**src/rtl/fifo_cmd_sequencer.sv**
```systemverilog
// -----------------------------------------------------------------------------
// fifo_cmd_sequencer
//
// UART command sequencer for the shared synchronous FIFO. Command bytes come
// in from the UART receiver. The block drives the FIFO write and read ports and
// the UART transmitter strobe. It is the only master of the FIFO ports.
//
// Commands (low byte of uart_rx_data_in, accepted only while idle):
//   'w' L : write L bytes of a free-running pattern (seed, seed+1, ...)
//   'r'   : drain the FIFO to the UART transmitter
//   'c'   : flush the FIFO (read and discard) and clear err_out
//   's'   : send a status byte {err_out, fifo_full_in, fifo_empty_in, 5'b0}
// Any other byte is ignored. Any byte that arrives while busy is dropped.
//
// Ports
//   clk_in            in   system clock, rising edge
//   n_rst             in   asynchronous active-low reset
//   uart_rx_valid_in  in   1-cycle strobe, uart_rx_data_in valid
//   uart_rx_data_in   in   received byte (DATA_BITS wide, command in [7:0])
//   uart_tx_ready_in  in   transmitter idle
//   uart_tx_en        out  1-cycle send strobe
//   uart_tx_data_out  out  byte to send, valid with uart_tx_en
//   fifo_full_in      in   FIFO full
//   fifo_empty_in     in   FIFO empty
//   fifo_rd_data_in   in   FIFO read data, valid the cycle after fifo_rd_en
//   fifo_wr_en        out  FIFO write strobe
//   fifo_wr_data_out  out  FIFO write data
//   fifo_rd_en        out  FIFO read strobe
//   busy_out          out  high whenever the sequencer is not idle
//   err_out           out  sticky, set when a write burst is cut short by a
//                          full FIFO, cleared by a completed flush
//   state_dbg         out  current FSM state encoding, for observation only
//
// Handshakes
//   The rx side has no backpressure. A byte is taken when uart_rx_valid_in is
//   high on a rising edge and the FSM is in a state that wants a byte.
//   On the tx side, uart_tx_en is only raised when uart_tx_ready_in was high
//   on the edge before it. The transmitter keeps ready high through the strobe
//   cycle and drops it on the following cycle. FIFO strobes are only issued
//   against the full/empty status of the cycle in which they are decided. Each
//   strobe is followed by a gap cycle, so that status has settled before the
//   next decision is made.
//
// All outputs are registered, so every strobe appears one cycle after the
// state that decides it.
// -----------------------------------------------------------------------------
module fifo_cmd_sequencer #(
    parameter int                   DATA_BITS = 8,
    parameter logic [DATA_BITS-1:0] SEED_INIT = '0
) (
    input  logic                 clk_in,
    input  logic                 n_rst,
    input  logic                 uart_rx_valid_in,
    input  logic [DATA_BITS-1:0] uart_rx_data_in,
    input  logic                 uart_tx_ready_in,
    output logic                 uart_tx_en,
    output logic [DATA_BITS-1:0] uart_tx_data_out,
    input  logic                 fifo_full_in,
    input  logic                 fifo_empty_in,
    input  logic [DATA_BITS-1:0] fifo_rd_data_in,
    output logic                 fifo_wr_en,
    output logic [DATA_BITS-1:0] fifo_wr_data_out,
    output logic                 fifo_rd_en,
    output logic                 busy_out,
    output logic                 err_out,
    output logic [3:0]           state_dbg
);

    localparam logic [7:0] CMD_WRITE  = 8'h77;  // 'w'
    localparam logic [7:0] CMD_READ   = 8'h72;  // 'r'
    localparam logic [7:0] CMD_FLUSH  = 8'h63;  // 'c'
    localparam logic [7:0] CMD_STATUS = 8'h73;  // 's'

    typedef enum logic [3:0] {
        IDLE    = 4'd0,
        GET_LEN = 4'd1,
        WR_PUSH = 4'd2,
        WR_GAP  = 4'd3,
        RD_REQ  = 4'd4,
        RD_WAIT = 4'd5,
        RD_SEND = 4'd6,
        RD_HOLD = 4'd7,
        FLUSH   = 4'd8,
        ST_SEND = 4'd9,
        ST_HOLD = 4'd10
    } state_t;

    state_t               state;
    logic [DATA_BITS-1:0] seed;        // next pattern value, persists across bursts
    logic [7:0]           remaining;   // bytes still to write in this burst
    logic                 flush_gap;   // flush just issued a read, skip one cycle
    logic [DATA_BITS-1:0] status_word;

    assign state_dbg = state;

    // Status byte, zero-extended when DATA_BITS is wider than 8.
    always_comb begin
        status_word      = '0;
        status_word[7:5] = {err_out, fifo_full_in, fifo_empty_in};
    end

    always_ff @(posedge clk_in or negedge n_rst) begin
        if (!n_rst) begin
            state            <= IDLE;
            seed             <= SEED_INIT;
            remaining        <= '0;
            flush_gap        <= 1'b0;
            uart_tx_en       <= 1'b0;
            uart_tx_data_out <= '0;
            fifo_wr_en       <= 1'b0;
            fifo_wr_data_out <= '0;
            fifo_rd_en       <= 1'b0;
            busy_out         <= 1'b0;
            err_out          <= 1'b0;
        end else begin
            // Strobes last a single cycle unless a state re-asserts them.
            uart_tx_en <= 1'b0;
            fifo_wr_en <= 1'b0;
            fifo_rd_en <= 1'b0;

            case (state)
                IDLE: begin
                    if (uart_rx_valid_in) begin
                        case (uart_rx_data_in[7:0])
                            CMD_WRITE: begin
                                state    <= GET_LEN;
                                busy_out <= 1'b1;
                            end
                            CMD_READ: begin
                                state    <= RD_REQ;
                                busy_out <= 1'b1;
                            end
                            CMD_FLUSH: begin
                                state     <= FLUSH;
                                flush_gap <= 1'b0;
                                busy_out  <= 1'b1;
                            end
                            CMD_STATUS: begin
                                state    <= ST_SEND;
                                busy_out <= 1'b1;
                            end
                            default: begin
                                state <= IDLE;
                            end
                        endcase
                    end
                end

                GET_LEN: begin
                    if (uart_rx_valid_in) begin
                        if (uart_rx_data_in[7:0] == 8'd0) begin
                            state    <= IDLE;
                            busy_out <= 1'b0;
                        end else begin
                            remaining <= uart_rx_data_in[7:0];
                            state     <= WR_PUSH;
                        end
                    end
                end

                WR_PUSH: begin
                    if (!fifo_full_in) begin
                        fifo_wr_en       <= 1'b1;
                        fifo_wr_data_out <= seed;
                        seed             <= seed + DATA_BITS'(1);
                        remaining        <= remaining - 8'd1;
                        state            <= WR_GAP;
                    end else begin
                        // Burst cut short: record it and give up on the rest.
                        err_out  <= 1'b1;
                        state    <= IDLE;
                        busy_out <= 1'b0;
                    end
                end

                WR_GAP: begin
                    // The write strobe is visible in this cycle. The FIFO's
                    // full flag reflects it by the next WR_PUSH decision.
                    if (remaining == 8'd0) begin
                        state    <= IDLE;
                        busy_out <= 1'b0;
                    end else begin
                        state <= WR_PUSH;
                    end
                end

                RD_REQ: begin
                    if (fifo_empty_in) begin
                        state    <= IDLE;
                        busy_out <= 1'b0;
                    end else if (uart_tx_ready_in) begin
                        fifo_rd_en <= 1'b1;
                        state      <= RD_WAIT;
                    end
                end

                RD_WAIT: begin
                    // fifo_rd_en is on the port during this cycle. The FIFO
                    // presents the word during the next cycle.
                    state <= RD_SEND;
                end

                RD_SEND: begin
                    // The read word is valid now. Capture it straight into
                    // the tx data register together with the send strobe.
                    uart_tx_en       <= 1'b1;
                    uart_tx_data_out <= fifo_rd_data_in;
                    state            <= RD_HOLD;
                end

                RD_HOLD: begin
                    // Ready is still high in the strobe cycle. Do not look at
                    // it again until the transmitter has had a chance to drop it.
                    state <= RD_REQ;
                end

                FLUSH: begin
                    if (flush_gap) begin
                        flush_gap <= 1'b0;
                    end else if (fifo_empty_in) begin
                        err_out  <= 1'b0;
                        state    <= IDLE;
                        busy_out <= 1'b0;
                    end else begin
                        fifo_rd_en <= 1'b1;
                        flush_gap  <= 1'b1;
                    end
                end

                ST_SEND: begin
                    if (uart_tx_ready_in) begin
                        uart_tx_en       <= 1'b1;
                        uart_tx_data_out <= status_word;
                        state            <= ST_HOLD;
                    end
                end

                ST_HOLD: begin
                    state    <= IDLE;
                    busy_out <= 1'b0;
                end

                default: begin
                    state    <= IDLE;
                    busy_out <= 1'b0;
                end
            endcase
        end
    end

endmodule

```
**config.mk**
```make
export PLATFORM = sky130hd
export DESIGN_NAME = fifo_cmd_sequencer
export DESIGN_NICKNAME = d
export VERILOG_FILES = /design/src/rtl/fifo_cmd_sequencer.sv
export SDC_FILE = /design/constraint.sdc
export NUM_CORES = 1
export LEC_CHECK = 0
export BUFFER_PORTS_ARGS = -buffer_cell sky130_fd_sc_hd__buf_2
export CAP_MARGIN = 25
export CORE_MARGIN = 4
export CORE_UTILIZATION = 50
export DETAILED_ROUTE_END_ITERATION = 7
export GPL_ROUTABILITY_DRIVEN = 0
export GPL_TIMING_DRIVEN = 0
export PLACE_DENSITY = 0.77
export SYNTH_ARGS = -nofsm -noshare
export SYNTH_HDL_FRONTEND = slang
export SYNTH_SLANG_ARGS = --single-unit
```
**constraint.sdc**
```tcl
create_clock -name clk_in -period 2.7 [get_ports clk_in]
set_clock_uncertainty 0.2 [all_clocks]
set_input_delay 0.405 -clock clk_in [delete_from_list [all_inputs] [get_ports clk_in]]
set_output_delay 0.405 -clock clk_in [all_outputs]
set_load 0.03 [all_outputs]
```
==> flow_metrics.env <==
export IMPL_yosysTopAreaCellShare_pct=48.9
export IMPL_synth_seq_area_share_pct=48.9
export IMPL_whs_ns=0.134
export IMPL_core_area_mm2=0.00409
export IMPL_maxSlewViolCount=0
export IMPL_synthToLayoutAreaGrowth_pct=19.0
export IMPL_postLayoutCellArea_mm2=0.00256
export IMPL_maxCapViolCount=0
export IMPL_track_usage_pct=18.7
export IMPL_netlist_top_cell_by_area="dfrtp_1"
export IMPL_drt_antenna_violating_nets=0
export IMPL_htree_levels=2
export IMPL_hp_class="primary input to flip-flop"
export IMPL_max_freq_mhz=409
export IMPL_grt_max_degree=43
export IMPL_status="finished, final reports clean"
export IMPL_power_density_mw_per_mm2=800
export IMPL_viasPerCell=5.83
export IMPL_die_h_um=73.6
export IMPL_clkLatencyLatePin_ns=0.30
export IMPL_path_class="flip-flop to flip-flop"
export IMPL_cts_root_buf="clkbuf_8"
export IMPL_postSynth_asyncResetShare_pct=100
export IMPL_worstPathArrival_ns=2.43
export IMPL_crit_path_end_kind="flip-flop"
export IMPL_placed_area_mm2=0.00244
export IMPL_syn_area_per_cell_um2=10.0
export IMPL_rr_worst_depth=5
export IMPL_critPathMaxFanout=10
export IMPL_tightest_slew_ns=0.925
export IMPL_drtIter0Drc=172
export IMPL_start_util_pct=52.6
export IMPL_clk_pin_slew_ns=0.08
export IMPL_grt_pass1_vias=1732
export IMPL_use_met3_pct=5.61
export IMPL_synth_distinct_cells=48
export IMPL_cts_buffer_depth=2
export IMPL_critPathLaunchType="flip-flop"
export IMPL_dieWidth_um=73.6
export IMPL_rsz0062_at_grt="false"
export IMPL_antennaDiodeCount=0
export IMPL_synthTopCellsByArea="dfrtp_1 49%, mux2_2 4.7%, nor2_1 4.0%"
export IMPL_antenna_found_initial=0
export IMPL_cts_tree="built"
export IMPL_p_leak_nw=1.22
export IMPL_synth_top_family_by_area="compound AO/OA/AOI/OAI gates"
export IMPL_slew_headroom_pct=37.4
export IMPL_wl_um=4810
export IMPL_grt_ovfl_total=0
export IMPL_cts_buffers_inserted=5
export IMPL_wl_per_cell_um=15.0
export IMPL_use_met1_pct=24.0
export IMPL_synth_compound_area_share_pct=19.2
export IMPL_ys_flop_type="dfrtp_1"
export IMPL_gr_max_usage_layer="met2"
export IMPL_postSynthCellCount=215
export IMPL_drc=0
export IMPL_dp_hpwl_um=3460
export IMPL_synth_adder_area_share_pct=1.75
export IMPL_setup_viol=0
export IMPL_yosys_warnings=0
export IMPL_dr_pass1_iters=4
export IMPL_vias=1866
export IMPL_tns_ns=0
export IMPL_layout_nets=294
export IMPL_required_ns=2.69
export IMPL_synth_edf_count=0
export IMPL_synth_seq_cells=42
export IMPL_yosys_area_share_xor_xnor_pct=3.26
export IMPL_io_pins=47
export IMPL_hold_path_depth=2
export IMPL_fp_dieArea_mm2=0.00541
export IMPL_fin_crit_sh_pct=90.6
export IMPL_grt_pass1_wl_um=7830
export IMPL_fin_crit_ns=2.45
export IMPL_syn_num_nets=240
export IMPL_synthMuxAreaShare_pct=6.11
export IMPL_clock_sinks=42
export IMPL_rows=23
export IMPL_layout_drive_gt1_share_pct=25.9
export IMPL_ir_worst_vdd_mv=0.422
export IMPL_synth_area_mm2=0.00215
export IMPL_yosys_area_share_simple_pct=17.5
export IMPL_hold_viol_final=0
export IMPL_portBuffers=45
export IMPL_gr_usage_met2_pct=29.7
## synth_stat cells (4+ instances only)
cell type and instances:
nor3_1 5, inv_1 6, clkbuf_1 6, a31oi_1 5, mux2_2 9, buf_2 4, nand2_1 13, nand2b_1 4
nor2_1 23, o21ai_0 17, a22o_1 5, dfrtp_1 42, a21oi_1 14, xnor2_1 6
## cell type report
cell class,count,area [um^2]
Buffer,11,50.0
Clock buffer,5,68.8
Clock inverter,3,21.3
Fill cell,351,1530
Inverter,6,22.5
Multi-Input combinational cell,156,1030
Sequential cell,42,1050
Tap cell,50,62.6
Timing Repair Buffer,47,255
## flip-flops by register name, summed over array words and instances (netlist names)
register,flops
busy_out,1
err_out,1
fifo_rd_en,1
fifo_wr_data_out,8
fifo_wr_en,1
flush_gap,1
remaining,8
seed,8
state_dbg,4
uart_tx_data_out,8
uart_tx_en,1
## worst max-delay path, cell delays in order (launching register included)
cell,delay (ns)
dfrtp_1,0.44
clkbuf_1,0.24
nor4b_1,0.86
and2_1,0.25
a21oi_1,0.05
o32a_1,0.30
## per-stage QoR
stage	worst slack, ns	total power [mW]	instances	util [%]
after floorplan	0.515	1.42	215	-
after global placement	0.324	1.63	310	59.6
after detailed placement	0.280	1.64	310	59.6
after CTS	0.270	2.05	318	61.8
after global routing	0.166	2.17	320	62.6
final	0.255	2.05	320	62.6
## path summary, 6_finish.rpt
path,to,slack (ns),start
setup reg to reg,err_out,0.25,state_dbg[0]
setup / recovery,err_out,0.25,state_dbg[0]
max in group asynchronous,busy_out,1.68,n_rst
min in group asynchronous,state_dbg[0],0.22,n_rst
hold / removal,uart_tx_data_out[4],0.13,fifo_rd_data_in[4]
hold reg to reg,seed[7],0.28,seed[7]
## kinds of logic after synthesis
kind of cell	Yosys count
XOR/XNOR	8
multiplexers	12
AND/OR/NAND/NOR	70
buffers and inverters	17
adder cells (fa/ha/maj)	3
AO/OA/AOI/OAI	63
flip-flops	42
## power breakdown
part | switching, mW | leakage (nW) | internal, mW
logic | 0.447 | 0.630 | 0.257
clock network | 0.225 | 0.0441 | 0.182
registers | 0.138 | 0.551 | 0.799
total | 0.810 | 1.22 | 1.24
## cells in the final DEF, fill, tap and decap left out, types with 2 or more instances in the layout
cell and count:
nor2b_1 3, o21ai_1 2, a21oi_1 14, clkbuf_8 5, or4b_1 2, nor4_1 2
nor3_1 5, a22oi_1 3, mux2i_1 3, mux2_2 9, or3_1 2, and3_1 2
xnor2_1 6, o21ai_0 17, dfrtp_1 42, nand4_1 3, nor3b_1 2, a22o_1 5
inv_1 6, nor2_1 23, nand2b_1 4, a31oi_1 5, nor4b_1 2, xor2_1 2
nand3_1 2, nand2_1 13, a21o_1 2, buf_2 49, clkbuf_1 6, a41oi_1 3
ha_1 3
## timing repair
item	CTS	global route
buffers inserted	0	0
hold buffers	0	1
setup endpoints to repair	0	0
resized for setup	0	0
endpoints found under the hold margin	0	42
## routing by layer
layer,up-vias,share of wire [%],wire (um)
li1,897,-,-
met1,900,45,2160
met2,61,47,2250
met3,8,6.9,334
met4,0,1.3,64
met5,-,0,0
Power figures use the tool's default switching activity.
